$ cat src/rtl/psg_phase_seq.sv
// -----------------------------------------------------------------------------
// psg_phase_seq
//
// Per-channel phase accumulator and channel sequencer for the PSG sine stage.
// On each accepted sample tick the block walks channels 0..NR_CHANNELS-1. For
// each channel it presents the upper OUTPUT_WIDTH bits of that channel's
// accumulator on a valid/ready stream. These bits are a two's-complement
// fraction of pi. After each word is accepted, the block advances that
// accumulator by the channel's programmable increment.
//
// Parameters
//   NR_CHANNELS   number of tone channels (1..255)
//   OUTPUT_WIDTH  radian word width presented downstream
//   PHASE_WIDTH   accumulator / increment width (>= OUTPUT_WIDTH)
//   CHW           channel index width, at least 1
//
// Ports
//   clk, rst_n     clock, asynchronous active-low reset
//   enable         new frames start only while high
//   sample_tick    one-cycle pulse at the sample rate
//   cfg_we         channel config write strobe
//   cfg_ch         channel being configured (out-of-range writes ignored)
//   cfg_inc        phase increment, 2^PHASE_WIDTH == 2*pi
//   cfg_clr        with cfg_we, also zeroes the accumulator and arms the
//                  zero flag for that channel
//   m_phase_d      radian word (accumulator MSBs)
//   m_phase_ch     channel of m_phase_d
//   m_phase_dv     data valid
//   m_phase_dr     data ready from downstream
//   m_phase_zero   first word after a clear
//   busy           a frame is in progress
//   overrun        one-cycle pulse when a sample_tick is dropped
// -----------------------------------------------------------------------------
module psg_phase_seq #(
  parameter int NR_CHANNELS  = 3,
  parameter int OUTPUT_WIDTH = 24,
  parameter int PHASE_WIDTH  = 32,
  parameter int CHW          = (NR_CHANNELS > 1) ? $clog2(NR_CHANNELS) : 1
) (
  input  logic                    clk,
  input  logic                    rst_n,
  input  logic                    enable,
  input  logic                    sample_tick,
  input  logic                    cfg_we,
  input  logic [CHW-1:0]          cfg_ch,
  input  logic [PHASE_WIDTH-1:0]  cfg_inc,
  input  logic                    cfg_clr,
  output logic [OUTPUT_WIDTH-1:0] m_phase_d,
  output logic [CHW-1:0]          m_phase_ch,
  output logic                    m_phase_dv,
  input  logic                    m_phase_dr,
  output logic                    m_phase_zero,
  output logic                    busy,
  output logic                    overrun
);

  // ---------------------------------------------------------------------------
  // Elaboration-time parameter sanity
  // ---------------------------------------------------------------------------
  generate
    if (PHASE_WIDTH < OUTPUT_WIDTH) begin : g_bad_width
      $fatal(1, "psg_phase_seq: PHASE_WIDTH must be >= OUTPUT_WIDTH");
    end
    if (NR_CHANNELS < 1 || NR_CHANNELS > 255) begin : g_bad_channels
      $fatal(1, "psg_phase_seq: NR_CHANNELS must be in 1..255");
    end
  endgenerate

  localparam logic [CHW-1:0] LAST_CH = CHW'(NR_CHANNELS - 1);

  typedef enum logic [1:0] {
    S_IDLE = 2'd0,
    S_LOAD = 2'd1,
    S_SEND = 2'd2
  } state_t;

  // ---------------------------------------------------------------------------
  // State
  // ---------------------------------------------------------------------------
  state_t                  r_state;
  state_t                  w_state_nxt;
  logic [CHW-1:0]          r_ch_cnt;

  logic [PHASE_WIDTH-1:0]  r_acc       [NR_CHANNELS];
  logic [PHASE_WIDTH-1:0]  r_inc       [NR_CHANNELS];
  logic                    r_zero_pend [NR_CHANNELS];

  logic [OUTPUT_WIDTH-1:0] r_phase_d;
  logic [CHW-1:0]          r_phase_ch;
  logic                    r_phase_zero;
  logic                    r_overrun;

  // ---------------------------------------------------------------------------
  // Control decodes
  // ---------------------------------------------------------------------------
  logic w_start;
  logic w_hs;
  logic w_last;

  assign w_start = (r_state == S_IDLE) && sample_tick && enable;
  assign w_hs    = (r_state == S_SEND) && m_phase_dr;
  assign w_last  = (r_ch_cnt == LAST_CH);

  // ---------------------------------------------------------------------------
  // FSM state register
  // ---------------------------------------------------------------------------
  // NOTE: sequential state is written with <= so every flop samples the
  // pre-edge values of its neighbours; = here would create order-dependent
  // simulation that no longer matches the synthesised flops.
  always_ff @(posedge clk or negedge rst_n) begin
    if (!rst_n) begin
      r_state <= S_IDLE;
    end else begin
      r_state <= w_state_nxt;
    end
  end

  // ---------------------------------------------------------------------------
  // FSM next-state logic
  // ---------------------------------------------------------------------------
  // NOTE: the default assignment first guarantees every path drives
  // w_state_nxt, so no latch is inferred for unlisted cases.
  always_comb begin
    w_state_nxt = r_state;
    case (r_state)
      S_IDLE: if (w_start) w_state_nxt = S_LOAD;
      S_LOAD: w_state_nxt = S_SEND;
      S_SEND: if (w_hs) w_state_nxt = w_last ? S_IDLE : S_LOAD;
      default: w_state_nxt = S_IDLE;
    endcase
  end

  // ---------------------------------------------------------------------------
  // Channel counter
  // ---------------------------------------------------------------------------
  always_ff @(posedge clk or negedge rst_n) begin
    if (!rst_n) begin
      r_ch_cnt <= '0;
    end else if (w_start) begin
      r_ch_cnt <= '0;
    end else if (w_hs && !w_last) begin
      r_ch_cnt <= r_ch_cnt + 1'b1;
    end
  end

  // ---------------------------------------------------------------------------
  // Output word register: captured in LOAD and held through SEND, so the
  // fields stay stable while the consumer stalls, even if the accumulator
  // is cleared underneath.
  // ---------------------------------------------------------------------------
  always_ff @(posedge clk or negedge rst_n) begin
    if (!rst_n) begin
      r_phase_d    <= '0;
      r_phase_ch   <= '0;
      r_phase_zero <= 1'b0;
    end else if (r_state == S_LOAD) begin
      r_phase_d    <= r_acc[r_ch_cnt][PHASE_WIDTH-1 -: OUTPUT_WIDTH];
      r_phase_ch   <= r_ch_cnt;
      r_phase_zero <= r_zero_pend[r_ch_cnt];
    end
  end

  // ---------------------------------------------------------------------------
  // Overrun: any tick that arrives while a frame is running is dropped.
  // ---------------------------------------------------------------------------
  always_ff @(posedge clk or negedge rst_n) begin
    if (!rst_n) begin
      r_overrun <= 1'b0;
    end else begin
      r_overrun <= sample_tick && (r_state != S_IDLE);
    end
  end

  // ---------------------------------------------------------------------------
  // Per-channel storage. A clearing config write overrides a handshake update
  // to the same channel in the same cycle. Out-of-range cfg_ch never matches
  // any index, so such writes fall away naturally.
  // ---------------------------------------------------------------------------
  // NOTE: these arrays have a defined reset state (zero phase, zero increment,
  // zero flag armed). They are therefore built from resettable flops, not
  // from an inferred RAM, which could not be reset.
  always_ff @(posedge clk or negedge rst_n) begin
    if (!rst_n) begin
      for (int i = 0; i < NR_CHANNELS; i++) begin
        r_acc[i]       <= '0;
        r_inc[i]       <= '0;
        r_zero_pend[i] <= 1'b1;
      end
    end else begin
      for (int i = 0; i < NR_CHANNELS; i++) begin
        if (cfg_we && (cfg_ch == CHW'(i))) begin
          r_inc[i] <= cfg_inc;
        end

        if (cfg_we && cfg_clr && (cfg_ch == CHW'(i))) begin
          r_acc[i]       <= '0;
          r_zero_pend[i] <= 1'b1;
        end else if (w_hs && (r_ch_cnt == CHW'(i))) begin
          // Free modulo-2^PHASE_WIDTH wrap: phase is periodic.
          r_acc[i]       <= r_acc[i] + r_inc[i];
          r_zero_pend[i] <= 1'b0;
        end
      end
    end
  end

  // ---------------------------------------------------------------------------
  // Outputs. Valid is decoded straight from the state flop so that an
  // asynchronous reset drops it immediately.
  // ---------------------------------------------------------------------------
  assign m_phase_d    = r_phase_d;
  assign m_phase_ch   = r_phase_ch;
  assign m_phase_zero = r_phase_zero;
  assign m_phase_dv   = (r_state == S_SEND);
  assign busy         = (r_state != S_IDLE);
  assign overrun      = r_overrun;

endmodule

$ cat config.mk
export PLATFORM = sky130hd
export DESIGN_NAME = psg_phase_seq
export DESIGN_NICKNAME = d
export VERILOG_FILES = /design/src/rtl/psg_phase_seq.sv
export SDC_FILE = /design/constraint.sdc
export NUM_CORES = 1
export LEC_CHECK = 0
export ABC_AREA = 1
export BUFFER_PORTS_ARGS = -buffer_cell sky130_fd_sc_hd__buf_2
export CELL_PAD_IN_SITES_DETAIL_PLACEMENT = 1
export CELL_PAD_IN_SITES_GLOBAL_PLACEMENT = 1
export CORE_UTILIZATION = 30
export CTS_CLUSTER_DIAMETER = 150
export DETAILED_ROUTE_END_ITERATION = 7
export GPL_ROUTABILITY_DRIVEN = 1
export HOLD_SLACK_MARGIN = 0.08
export PLACE_DENSITY_LB_ADDON = 0.3
export SLEW_MARGIN = 10
export SYNTH_ARGS = -nofsm -noshare
export SYNTH_HDL_FRONTEND = slang
export SYNTH_SLANG_ARGS = --single-unit
$ cat constraint.sdc
create_clock -name clk -period 1.9 [get_ports clk]
set_input_delay 0.095 -clock clk [delete_from_list [all_inputs] [get_ports clk]]
set_output_delay 0.095 -clock clk [all_outputs]
set_load 0.01 [all_outputs]
==> results.sh <==
export IMPL_status="complete, but fails checks"
export IMPL_violations="negative setup slack"
export IMPL_final_setup_skew_ns=0.0125
export IMPL_vias_per_cell=4.95
export IMPL_layout_min_cycle_time_ns=1.90
export IMPL_antenna_left=0
export IMPL_dieArea_sq_um=53800
export IMPL_rr_startpoint="r_acc[64]$_DFFE_PN0P_"
export IMPL_wl_per_cell_um=19.2
export IMPL_cts_sinks=227
export IMPL_slowest_stage="fa_2"
export IMPL_cp_end_kind="flop"
export IMPL_avgSynthCellArea_sq_um=6.50
export IMPL_clk_path_buf_depth=3
export IMPL_yosys_warnings=0
export IMPL_syn_nets=2582
export IMPL_clkSlewWorstSetupHoldPaths_ns=0.06
export IMPL_ir_drop_mv=0.705
export IMPL_fillers=6569
export IMPL_ys_types=37
export IMPL_path_buf_inv=0
export IMPL_overflow=0
export IMPL_hold_violations=0
export IMPL_yosysTopAreaCell="dfrtp_1"
export IMPL_rsz0062_at_grt="yes"
export IMPL_numCtsBuffers=27
export IMPL_first_iter_violations=853
export IMPL_ff2ff_setup_slack_ns=-0.003
export IMPL_layout_cells_non_filler=3487
export IMPL_grt_max_degree=65
export IMPL_drv_cap=0
export IMPL_routabilityCongestion=0.950
export IMPL_die_h_um=232
export IMPL_syn_inst=2442
export IMPL_crit_top_cell="nand2_2"
export IMPL_area_delta_synth_final_pct=39.4
export IMPL_finalSetupViolations=1
export IMPL_via_count=17300
export IMPL_rows=83
export IMPL_grt_pass1_vias=18100
export IMPL_max_slew_margin_rel_pct=27.5
export IMPL_crit_start="r_acc[64]$_DFFE_PN0P_"
export IMPL_synth_area_leaders="dfrtp_1 (35%), nand2_1 (23%), inv_1 (9.2%)"
export IMPL_whs_ns=0.0733
export IMPL_core_sq_um=51800
export IMPL_initial_core_util_pct=30.6
export IMPL_r2r_cells=13
export IMPL_mostFrequentLayoutCell="nand2_1"
export IMPL_grt_pass1_wl_um=101000
export IMPL_clock_latency_ns=0.56
export IMPL_dpl_hpwl_um=50700
export IMPL_crit_path_max_fanout=4
export IMPL_grtUsageTotal_pct=24.3
export IMPL_dpl_cell_count=3350
export IMPL_h_tree_depth=1
export IMPL_final_max_slew_viol_count=0
export IMPL_cp_data_arrival_time_ns=2.40
export IMPL_first_pass_iters=5
export IMPL_power_density_nw_per_um2=1350
export IMPL_cts_root_buf="clkbuf_16"
export IMPL_hold_path_class="primary input to async pin"
export IMPL_critPathTopFamily="simple AND/OR/NAND/NOR gates"
export IMPL_setup_ws_ns=-0.00344
export IMPL_drive_gt1_share_pct=27.0
export IMPL_final_cell_mix="nand2_1 (864), inv_1 (376), buf_4 (246)"
export IMPL_synth_top_cell_area_share_pct=35.3
export IMPL_yosys_register_bits=227
export IMPL_drc_errors=0
export IMPL_worstReg2RegEnd="r_acc[88]$_DFFE_PN0P_"
export IMPL_cts_tree="done"
export IMPL_antenna_found_initial=4
export IMPL_die_w_um=232
export IMPL_io_buffers=70
export IMPL_fmax_mhz=525
export IMPL_syn_cell_area_sq_um=15900
export IMPL_critPathRequiredTime_ns=2.39
export IMPL_path_cells="ha_2 -> fa_2 -> nand3_2 -> nand3_4 -> nand2_2 -> nand2_2 -> nand2_2 -> nand2_4 -> nand2_4 -> nand2_2 -> nand2_1 -> nand3_1 -> nand2_1"
export IMPL_final_core_util_pct=42.7
export IMPL_p_leak_nw=11.8
export IMPL_worst_slew_pin_slew_ns=1.09
export IMPL_drt_total_wl_um=66800
export IMPL_crit_type="flop to flop"
export IMPL_nNetsFinal=2925
export IMPL_fin_crit_sh_pct=100
export IMPL_max_stage_delay_ns=0.41
export IMPL_cp_start_kind="flop"
export IMPL_io_pins=71
export IMPL_yosysSeqAreaShare_pct=35.8
layout make-up:
cell class              instances  area [sq um]  share of cell area [%]
multi-input cells            1759         10300                    46.7
flip-flops and latches        227          5700                    25.8
repair buffers                365          2770                    12.5
inverters                     405          1530                    6.89
well taps                     680           851                    3.84
clock buffers                  35           756                    3.41
clock inverters                14           188                   0.848
diodes                          2          5.00                  0.0226
through the flow:
stage	total power, mW	setup WS (ns)	instance area (sq um)	TNS, ns
after detailed placement	20.7	-0.202	18500	-4.48
final	29.8	-0.00344	22100	-0.00344
after floorplan	14.6	0.0320	15900	0
after global routing	31.7	-0.116	22100	-1.14
after CTS	27.4	-0.0218	20400	-0.0218
after global placement	20.2	-0.122	18500	-1.32
worst reg2reg max path, stage by stage (launching register included):
cell     delay [ns]
dfrtp_1        0.38
ha_2           0.20
fa_2           0.41
nand3_2        0.09
nand3_4        0.10
nand2_2        0.09
nand2_2        0.06
nand2_2        0.08
nand2_4        0.07
nand2_4        0.08
nand2_2        0.04
nand2_1        0.07
nand3_1        0.08
nand2_1        0.07
how the worst max path moves through the flow:
stage                            endpoint  slack [ns]  cells after the start
global route        r_acc[30]$_DFFE_PN0P_       -0.12                     13
CTS                 r_acc[91]$_DFFE_PN0P_       -0.02                     11
detailed placement  r_acc[76]$_DFFE_PN0P_       -0.20                      8
floorplan           r_acc[68]$_DFFE_PN0P_        0.03                      6
global placement    r_acc[76]$_DFFE_PN0P_       -0.12                      8
finish              r_acc[88]$_DFFE_PN0P_      -0.003                     13
timing repair:
action,CTS,global route
setup endpoints to repair,67,72
hold endpoints to repair,337,0
pin swaps,5,75
resized for setup,96,303
setup buffers,3,43
hold buffers,40,0
power by group:
part / internal, mW / leakage, nW / switching, mW
logic: 7.02 / 8.47 / 9.11
registers: 6.35 / 2.89 / 1.67
clock network: 3.35 / 0.453 / 2.30
total: 16.7 / 11.8 / 13.1
logic make-up (layout without fill, tap and decap cells):
group,count (synthesis),in the layout,share of synthesized area [%]
AND/OR/NAND/NOR,1317,1317,33.3
buffers and inverters,456,819,11.2
AO/OA/AOI/OAI,337,337,11.4
flip-flops,227,227,35.8
adder cells (fa/ha/maj),99,99,7.95
XOR/XNOR,6,6,0.331
other,0,2,0
sequential cells by signal, indices dropped and copies added (netlist names):
name	flops
m_phase_d	24
overrun	1
r_inc	96
r_state	2
r_zero_pend	3
r_acc	96
m_phase_ch	2
r_ch_cnt	2
m_phase_zero	1
cell usage after synthesis:
library cell	instances
nand2_2	10
a32o_1	5
nor3_1	16
dfstp_2	3
buf_2	22
nor2_2	13
nor2_4	4
a21o_1	3
inv_4	1
buf_4	3
xnor2_1	1
nand2_4	2
nand3_1	110
nand4_1	12
a21oi_1	99
inv_1	388
o21ai_1	19
o21ai_0	166
or2_2	5
a31oi_1	27
nand2_1	965
dfrtp_1	224
buf_6	3
nand3_2	3
o22ai_1	1
fa_1	3
nor2_1	169
clkbuf_1	23
and2_1	6
xor2_1	5
a22o_1	6
ha_1	96
a32oi_1	1
nor3_2	2
o21bai_1	9
inv_2	16
a31o_2	1
routing by layer:
layer  global-route usage (%)  part of all wire (%)  vias up
met1                     31.5                    45     8593
met2                     42.4                    49      286
met4                     6.87                   2.6        4
li1                         -                     -     8273
met3                     2.74                   3.6       99
met5                        0                 0.034        -
(Power assumes the default switching activity.)
